==> config.mk <==
export PLATFORM = sky130hd
export DESIGN_NAME = router_fsm_ctrl
export DESIGN_NICKNAME = d
export VERILOG_FILES = /design/src/rtl/router_fsm_ctrl.sv
export SDC_FILE = /design/constraint.sdc
export NUM_CORES = 1
export LEC_CHECK = 0
export BUFFER_PORTS_ARGS = -buffer_cell sky130_fd_sc_hd__buf_2
export CAP_MARGIN = 25
export CORE_UTILIZATION = 30
export DETAILED_ROUTE_END_ITERATION = 16
export HOLD_SLACK_MARGIN = 0.06
export PLACE_DENSITY_LB_ADDON = 0.08
export SYNTH_ARGS = -nofsm -noshare
export SYNTH_HDL_FRONTEND = slang
export SYNTH_SLANG_ARGS = --single-unit
==> constraint.sdc <==
create_clock -name clk -period 1.4 [get_ports clk]
set_input_delay 0.35 -clock clk [delete_from_list [all_inputs] [get_ports clk]]
set_output_delay 0.35 -clock clk [all_outputs]
set_load 0.02 [all_outputs]
==> src/rtl/router_fsm_ctrl.sv <==
// -----------------------------------------------------------------------------
// router_fsm_ctrl
//
// Packet-routing controller for the 1xN router. Decodes the header address,
// latches the destination channel, and sequences header, payload and parity
// writes into that channel's FIFO. It also handles FIFO-full back-pressure and
// drops packets addressed to channels that do not exist. Per-channel status and
// soft-reset vectors are only observed for the latched channel.
//
// Optional feature: define ROUTER_WAIT_TIMEOUT_EN to bound the time spent in
// WAIT_TILL_EMPTY to WAIT_TIMEOUT cycles. On expiry the packet is dropped and
// wait_timeout pulses for one cycle. Without the macro, WAIT_TILL_EMPTY waits
// indefinitely and wait_timeout is tied low.
//
// Parameters:
//   NUM_CH        number of output channels (2..16)
//   ADDR_W        header address field width, taken from din[ADDR_W-1:0]
//   DATA_W        header/data bus width (>= ADDR_W)
//   WAIT_TIMEOUT  WAIT_TILL_EMPTY cycle limit (1..65535), timeout build only
//
// Ports:
//   clk, rst        rising-edge clock, asynchronous active-high reset
//   pkt_valid       packet byte valid on din
//   din             header byte (address field) in DECODE_ADDRESS
//   fifo_full       per-channel FIFO full
//   fifo_empty      per-channel FIFO empty
//   soft_rst        per-channel soft reset from the FIFO read-timeout logic
//   parity_done     parity byte written
//   low_pkt_valid   pkt_valid fell during FIFO-full handling
//   detect_addr, lfd_state, ld_state, laf_state, full_state,
//   rst_int_req, drop_state   one-hot state flags
//   wr_en_req       FIFO write request
//   busy            router cannot accept a new byte
//   ch_sel          latched destination channel
//   wait_timeout    one-cycle pulse on WAIT_TILL_EMPTY timeout
// -----------------------------------------------------------------------------
module router_fsm_ctrl #(
   parameter int unsigned NUM_CH       = 4,
   parameter int unsigned ADDR_W       = $clog2(NUM_CH),
   parameter int unsigned DATA_W       = 8,
   parameter int unsigned WAIT_TIMEOUT = 255
) (
   input  logic              clk,
   input  logic              rst,
   input  logic              pkt_valid,
   input  logic [DATA_W-1:0] din,
   input  logic [NUM_CH-1:0] fifo_full,
   input  logic [NUM_CH-1:0] fifo_empty,
   input  logic [NUM_CH-1:0] soft_rst,
   input  logic              parity_done,
   input  logic              low_pkt_valid,
   output logic              detect_addr,
   output logic              lfd_state,
   output logic              ld_state,
   output logic              laf_state,
   output logic              full_state,
   output logic              rst_int_req,
   output logic              drop_state,
   output logic              wr_en_req,
   output logic              busy,
   output logic [ADDR_W-1:0] ch_sel,
   output logic              wait_timeout
);

   // Legacy-compatible state encodings; codes 9..15 are unused.
   localparam logic [3:0] DECODE_ADDRESS     = 4'd0;
   localparam logic [3:0] LOAD_FIRST_DATA    = 4'd1;
   localparam logic [3:0] LOAD_DATA          = 4'd2;
   localparam logic [3:0] LOAD_PARITY        = 4'd3;
   localparam logic [3:0] FIFO_FULL_STATE    = 4'd4;
   localparam logic [3:0] LOAD_AFTER_FULL    = 4'd5;
   localparam logic [3:0] WAIT_TILL_EMPTY    = 4'd6;
   localparam logic [3:0] CHECK_PARITY_ERROR = 4'd7;
   localparam logic [3:0] DROP_PACKET        = 4'd8;

   // Elaboration-time parameter range checks.
   if (NUM_CH < 2 || NUM_CH > 16) begin : g_bad_num_ch
      $error("router_fsm_ctrl: NUM_CH must be 2..16");
   end
   if (DATA_W < ADDR_W) begin : g_bad_data_w
      $error("router_fsm_ctrl: DATA_W must be >= ADDR_W");
   end
   if (WAIT_TIMEOUT < 1 || WAIT_TIMEOUT > 65535) begin : g_bad_timeout
      $error("router_fsm_ctrl: WAIT_TIMEOUT must be 1..65535");
   end

   logic [3:0]        state;
   logic [3:0]        next_state;
   logic [ADDR_W-1:0] hdr_addr;

   // Header decode and latched-channel status selection
   logic              hdr_valid;
   logic              hdr_empty;
   logic              sel_full;
   logic              sel_empty;
   logic              sel_soft_rst;
   logic              timeout_hit;

   assign hdr_addr = din[ADDR_W-1:0];

   if (DATA_W > ADDR_W) begin : g_din_hi
      // Bits above the address field carry no routing information.
      logic unused_din_hi;
      assign unused_din_hi = ^din[DATA_W-1:ADDR_W];
   end

   // Channel lookups are done by matching against every legal channel number,
   // so an out-of-range address (or latched ch_sel) simply selects nothing and
   // reads as "not valid / not full / not empty / no soft reset".
   always_comb begin
      hdr_valid    = 1'b0;
      hdr_empty    = 1'b0;
      sel_full     = 1'b0;
      sel_empty    = 1'b0;
      sel_soft_rst = 1'b0;
      for (int unsigned i = 0; i < NUM_CH; i++) begin
         if (hdr_addr == ADDR_W'(i)) begin
            hdr_valid = 1'b1;
            hdr_empty = fifo_empty[i];
         end
         if (ch_sel == ADDR_W'(i)) begin
            sel_full     = fifo_full[i];
            sel_empty    = fifo_empty[i];
            sel_soft_rst = soft_rst[i];
         end
      end
   end

`ifdef ROUTER_WAIT_TIMEOUT_EN
   // Cycles already spent in WAIT_TILL_EMPTY; the current cycle is the
   // (wait_cnt+1)-th, so the limit is hit when that reaches WAIT_TIMEOUT.
   logic [15:0] wait_cnt;
   logic        wait_timeout_q;

   assign timeout_hit = (state == WAIT_TILL_EMPTY) &&
                        ((wait_cnt + 16'd1) == 16'(WAIT_TIMEOUT));

   always_ff @(posedge clk or posedge rst) begin
      if (rst) begin
         wait_cnt <= '0;
      end else if (state != WAIT_TILL_EMPTY) begin
         wait_cnt <= '0;
      end else begin
         wait_cnt <= wait_cnt + 16'd1;
      end
   end

   // Registered so the pulse coincides with the first DROP_PACKET cycle; a
   // same-cycle empty or soft reset steers next_state away and suppresses it.
   always_ff @(posedge clk or posedge rst) begin
      if (rst) begin
         wait_timeout_q <= 1'b0;
      end else begin
         wait_timeout_q <= (state == WAIT_TILL_EMPTY) &&
                           (next_state == DROP_PACKET);
      end
   end

   assign wait_timeout = wait_timeout_q;
`else
   assign timeout_hit  = 1'b0;
   assign wait_timeout = 1'b0;
`endif

   // Next-state logic
   always_comb begin
      next_state = state;
      case (state)
         DECODE_ADDRESS: begin
            if (pkt_valid) begin
               if (!hdr_valid) begin
                  next_state = DROP_PACKET;
               end else if (hdr_empty) begin
                  next_state = LOAD_FIRST_DATA;
               end else begin
                  next_state = WAIT_TILL_EMPTY;
               end
            end
         end
         LOAD_FIRST_DATA: next_state = LOAD_DATA;
         LOAD_DATA: begin
            // Full takes precedence over end-of-packet.
            if (sel_full) begin
               next_state = FIFO_FULL_STATE;
            end else if (!pkt_valid) begin
               next_state = LOAD_PARITY;
            end
         end
         LOAD_PARITY: next_state = CHECK_PARITY_ERROR;
         CHECK_PARITY_ERROR: begin
            next_state = sel_full ? FIFO_FULL_STATE : DECODE_ADDRESS;
         end
         FIFO_FULL_STATE: begin
            if (!sel_full) begin
               next_state = LOAD_AFTER_FULL;
            end
         end
         LOAD_AFTER_FULL: begin
            if (parity_done) begin
               next_state = DECODE_ADDRESS;
            end else if (low_pkt_valid) begin
               next_state = LOAD_PARITY;
            end else begin
               next_state = LOAD_DATA;
            end
         end
         WAIT_TILL_EMPTY: begin
            // Empty wins over a coincident timeout.
            if (sel_empty) begin
               next_state = LOAD_FIRST_DATA;
            end else if (timeout_hit) begin
               next_state = DROP_PACKET;
            end
         end
         DROP_PACKET: begin
            if (!pkt_valid) begin
               next_state = DECODE_ADDRESS;
            end
         end
         default: next_state = DECODE_ADDRESS;
      endcase

      // Soft reset of the latched channel overrides every transition.
      if ((state != DECODE_ADDRESS) && sel_soft_rst) begin
         next_state = DECODE_ADDRESS;
      end
   end

   // State and channel registers
   always_ff @(posedge clk or posedge rst) begin
      if (rst) begin
         state  <= DECODE_ADDRESS;
         ch_sel <= '0;
      end else begin
         state <= next_state;
         if ((state == DECODE_ADDRESS) && pkt_valid) begin
            ch_sel <= hdr_addr;
         end
      end
   end

   // Moore output decode
   assign detect_addr = (state == DECODE_ADDRESS);
   assign lfd_state   = (state == LOAD_FIRST_DATA);
   assign ld_state    = (state == LOAD_DATA);
   assign laf_state   = (state == LOAD_AFTER_FULL);
   assign full_state  = (state == FIFO_FULL_STATE);
   assign rst_int_req = (state == CHECK_PARITY_ERROR);
   assign drop_state  = (state == DROP_PACKET);
   assign wr_en_req   = (state == LOAD_DATA) || (state == LOAD_PARITY) ||
                        (state == LOAD_AFTER_FULL);
   assign busy        = (state != DECODE_ADDRESS) && (state != LOAD_DATA);

endmodule
### Word-level counts from Yosys, hierarchy flattened

Cells that the tools add are included.

| cells by class | value |
|---|---|
| equal/unequal tests | 20 |
| mux-type cells | 33 |
| reductions and logical operators | 10 |

Operator list:

| operator | number |
|---|---|
| one-hot mux 4 bit (9 select lines) | 1 |
| 2-to-1 mux 4 bit | 8 |
| 2-to-1 mux 1 bit | 21 |
| equality test 4 x 3 -> 1 bit (second input constant) | 4 |
| inequality test 3 x 2 -> 1 bit (second input constant) | 3 |
| equality test 2 bit (second input constant) | 4 |
| equality test 4 x 2 -> 1 bit (second input constant) | 2 |
| inequality test 4 x 2 -> 1 bit (second input constant) | 2 |
| 2-to-1 mux 3 bit | 2 |
| AND reduction 5 bit | 1 |
| equality test 2 x 1 -> 1 bit (second input constant) | 2 |
| equality test 4 x 1 -> 1 bit (second input constant) | 1 |
| equality test 4 bit (second input constant) | 1 |
| logical NOT 2 bit | 2 |
| logical NOT 4 bit | 1 |
| nonzero test 4 bit | 1 |
| logical AND 1 bit | 3 |
| inequality test 3 bit (second input constant) | 1 |
| logical OR 1 bit | 2 |
| 2-to-1 mux 2 bit | 1 |

| word-level totals | value |
|---|---|
| bits in registers | 6 |
| bits of input ports | 25 |
| output and inout bits | 12 |
| word-level logic and storage cells | 65 |

### Longest topological paths before layout

| depth | value |
|---|---|
| depth in word-level cells | 10 |
| gate-level depth with buffers | 7 |
| gate-level depth less buffers | 5 |

### Worst setup path after synthesis

OpenSTA, ideal clock, no wires.

| path | value |
|---|---|
| path type | reg-to-output |
| start | register state[1] |
| end | output lfd_state |
| arrival time | 1.463 ns |
| required time | 1.050 ns |
| path slack | -0.413 ns |
| cell stages (with the launch flop) | 4 |
| cells stage by stage | dfrtp_1 buf_2 clkbuf_1 nor4b_1 |

| between the ends | value |
|---|---|
| cells in the longest elaborated chain, start to end | 1 |

RTL lines:

| item | line | RTL |
|---|---|---|
| start, declared | 87 | `logic [3:0] state;` |
| start signal, assigned | 235 | `state <= next_state;` |
| equality test 4 x 1 -> 1 bit | 244 | `assign lfd_state = (state == LOAD_FIRST_DATA);` |
| end, declared | 53 | `output logic lfd_state,` |

Every way passes these cells.

### Final worst setup path

| path | value |
|---|---|
| start | register state[2] |
| end | output detect_addr |

| between the ends | value |
|---|---|
| cells in the longest elaborated chain, start to end | 1 |

RTL lines:

| item | line | RTL |
|---|---|---|
| logical NOT 4 bit | 243 | `assign detect_addr = (state == DECODE_ADDRESS);` |
| end, declared | 52 | `output logic detect_addr,` |

Every way passes these cells.

==> results.md <==
- Status: finished, violations left
- Failing checks: setup timing
- Critical path class: flip-flop to primary output
- Power Density: 2082 nW/um2
- Total global routing overflow: 0
- H-tree depth: 1
- Cell variety after synth: 36
- Die width: 49.11 um
- Clk_lat worst skew: 0.25 ns
- Sequential-to-total area share from yosys stat: 0.2256
- CP Max Fanout: 7
- Setup TNS: -2.564 ns
- Maximum vdd drop: 1.172 mV
- Share of cells above drive strength 1: 0.7007
- Core area: slightly above 2000 um2
- Lkg Pwr: 0.6466 nW
- Final hold vios: 0
- Pre-Repair DR Iteration Count: 4
- Unrepaired setup endpoints after global routing: true
- Clk root buf: clkbuf_4
- Fmax: about 590 MHz
- Input/output buffers: 29
- CTS Buf Count: 3
- WP data required: 1.05 ns
- Starting Density: 0.3292
- Ys async rst share: 1.000
- Final nets: 173
- Final Wtd Congestion: roughly 0.79
- Area Overhead vs Synth: 109.0%
- Max-slew violations: 0
- Syn Nets: 108
- Io pins: 37
- EDFF count, synth: 0
- #FFs+latches synth: 6
- Row count: 16
- Hold WS: 0.3988 ns
- HPWL after DPL: between 1.5 and 2 mm
- Max_cap viols: 0
- Worst setup margin: -0.2882 ns
- Fill cells: 160
- DRT antenna net count: 0
- Fin crit share: 1.206
- First-pass GRT wire length: 3.795 mm
- Sink Count: 6
- Mean Syn Cell Area: 8.020 um2
- Yosys warns: 0
- Ys flop type: dfrtp_1
- DRC marker count from the first detailed-route iteration: 22
- Die H: 49.11 um
- Synth Cell Area: 665.6 um2
- Gr usage total: 0.2043
- Worst slack, placed: -0.2275 ns
- HP Class: primary input to flip-flop
- Via count: 876
- Setup crit start kind: flip-flop
- Routed WL per cell: approximately 13 um
- Pin count of the biggest net entering global routing: 9
- Diodes inserted: 0
- Clock transition at path regs: 0.05 ns
- Critical path arrival: approximately 1.3 ns
- Initial antenna violation count: 0
- Post-Route WL: 2.336 mm
- Vias in the first global route: between 800 and 900
- Number of remaining DRC errors: 0
- Final Power: 2.897 mW
- Die area: ~2400 um2
- Minimum clock period: ~1.7 ns
- Worst setup EP type: primary output
- Avg Vias per Cell: 5.034
- Post-synthesis cell count: between 80 and 90
- Skew final: 0.008424 ns
- Final setup viols: 15
- Maximum buffer depth of the clock tree: 2
- CTS tree: built
-- cell usage in the layout, fill, tap and decap left out, types with 2 or more instances in the layout --
master / instances
mux2_2: 2
nor4b_1: 2
mux2i_1: 8
nor2_4: 6
inv_1: 3
nor3_4: 2
dfrtp_1: 2
buf_2: 20
nand2_4: 2
dfrtp_2: 4
a21oi_1: 2
and2_4: 2
buf_4: 27
mux4_2: 2
o31ai_1: 2
clkbuf_4: 3
buf_6: 19
nor2_1: 3
nand2_1: 6
-- final timing paths --
| path | startpoint | endpoint | slack, ns | depth (start not counted) |
|---|---|---|---|---|
| setup / recovery | state[2] | detect_addr | -0.29 | 3 |
| hold reg to reg | ch_sel[0] | ch_sel[0] | 0.64 | 1 |
| max in group asynchronous | rst | state[2] | 0.60 | 3 |
| hold / removal | din[1] | ch_sel[1] | 0.40 | 2 |
| min in group asynchronous | rst | ch_sel[1] | 0.57 | 3 |
| setup reg to reg | ch_sel[0] | state[2] | -0.24 | 4 |
-- critical path, cell delays in order, from the launching register on --
cell     delay [ns]
dfrtp_2        0.48
or3_4          0.37
nor2_4         0.11
buf_6          0.12
-- sequential cells by signal (all words and copies together) (netlist names) --
register and flops:
state 4, ch_sel 2
-- metal layers --
metal	GRT usage	routed length [um]	vias up
met1	0.2318	937	411
li1	-	-	431
met3	0.01869	76	5
met4	0.05882	25	0
met5	0	0	-
met2	0.3950	1296	29
-- synthesized netlist by cell type, drive strengths merged (2+ instances only) --
cell	n	area [um2]
o31ai	2	15.01
nor4b	3	26.28
a22oi	2	15.01
nor2	9	33.78
nand2	9	33.78
a211oi	2	20.02
and2	2	12.51
o21ai	2	10.01
clkbuf	4	15.01
dfrtp	6	150.1
and3	2	13.77
mux4	2	45.04
a21oi	2	10.01
inv	5	18.77
mux2i	8	80.08
nor2b	2	12.51
mux2	2	22.52
nor3	2	10.01
buf	3	23.77
nor4	2	12.51
-- per-stage QoR --
step | instance area (um2) | util | std cells
after floorplan | 723.2 | - | 83
after global placement | 1012 | 0.5006 | 153
after detailed placement | 1012 | 0.5006 | 153
after CTS | 1301 | 0.6436 | 169
after global routing | 1391 | 0.6881 | 174
final | 1391 | 0.6881 | 174
-- where the power goes --
| part | leakage, nW | internal, mW | switching [mW] |
|---|---|---|---|
| registers | 0.0709 | 0.249 | 0.139 |
| logic | 0.561 | 1.30 | 1.03 |
| clock network | 0.0150 | 0.108 | 0.0705 |
| total | 0.647 | 1.66 | 1.24 |
-- logic make-up (layout without fill, tap and decap cells) --
| logic type | Yosys count | count (layout) | synth area share |
|---|---|---|---|
| mux | 12 | 12 | 0.2218 |
| buf+inv | 12 | 76 | 0.08646 |
| flops | 6 | 6 | 0.2256 |
| simple gates | 36 | 36 | 0.2801 |
| other cells | 1 | 1 | 0.005634 |
| compound gates | 16 | 16 | 0.1805 |
-- final cells by class --
| type | instances | area (um2) | share of cell area |
|---|---|---|---|
| Tap cell | 27 | 33.78 | 0.02428 |
| Timing Repair Buffer | 67 | 526.8 | 0.3786 |
| Multi-Input combinational cell | 65 | 628.1 | 0.4514 |
| Clock buffer | 4 | 26.28 | 0.01888 |
| Sequential cell | 6 | 155.1 | 0.1115 |
| Inverter | 5 | 21.27 | 0.01529 |
-- what timing repair did --
action / CTS / global route
pin swaps: 8 / 7
gates resized for setup: 47 / 16
setup endpoints to repair: 15 / 15
hold buffers: 1 / 0
setup buffers: 11 / 5
hold endpoints to repair: 6 / 0
Power figures use the tool's default switching activity.
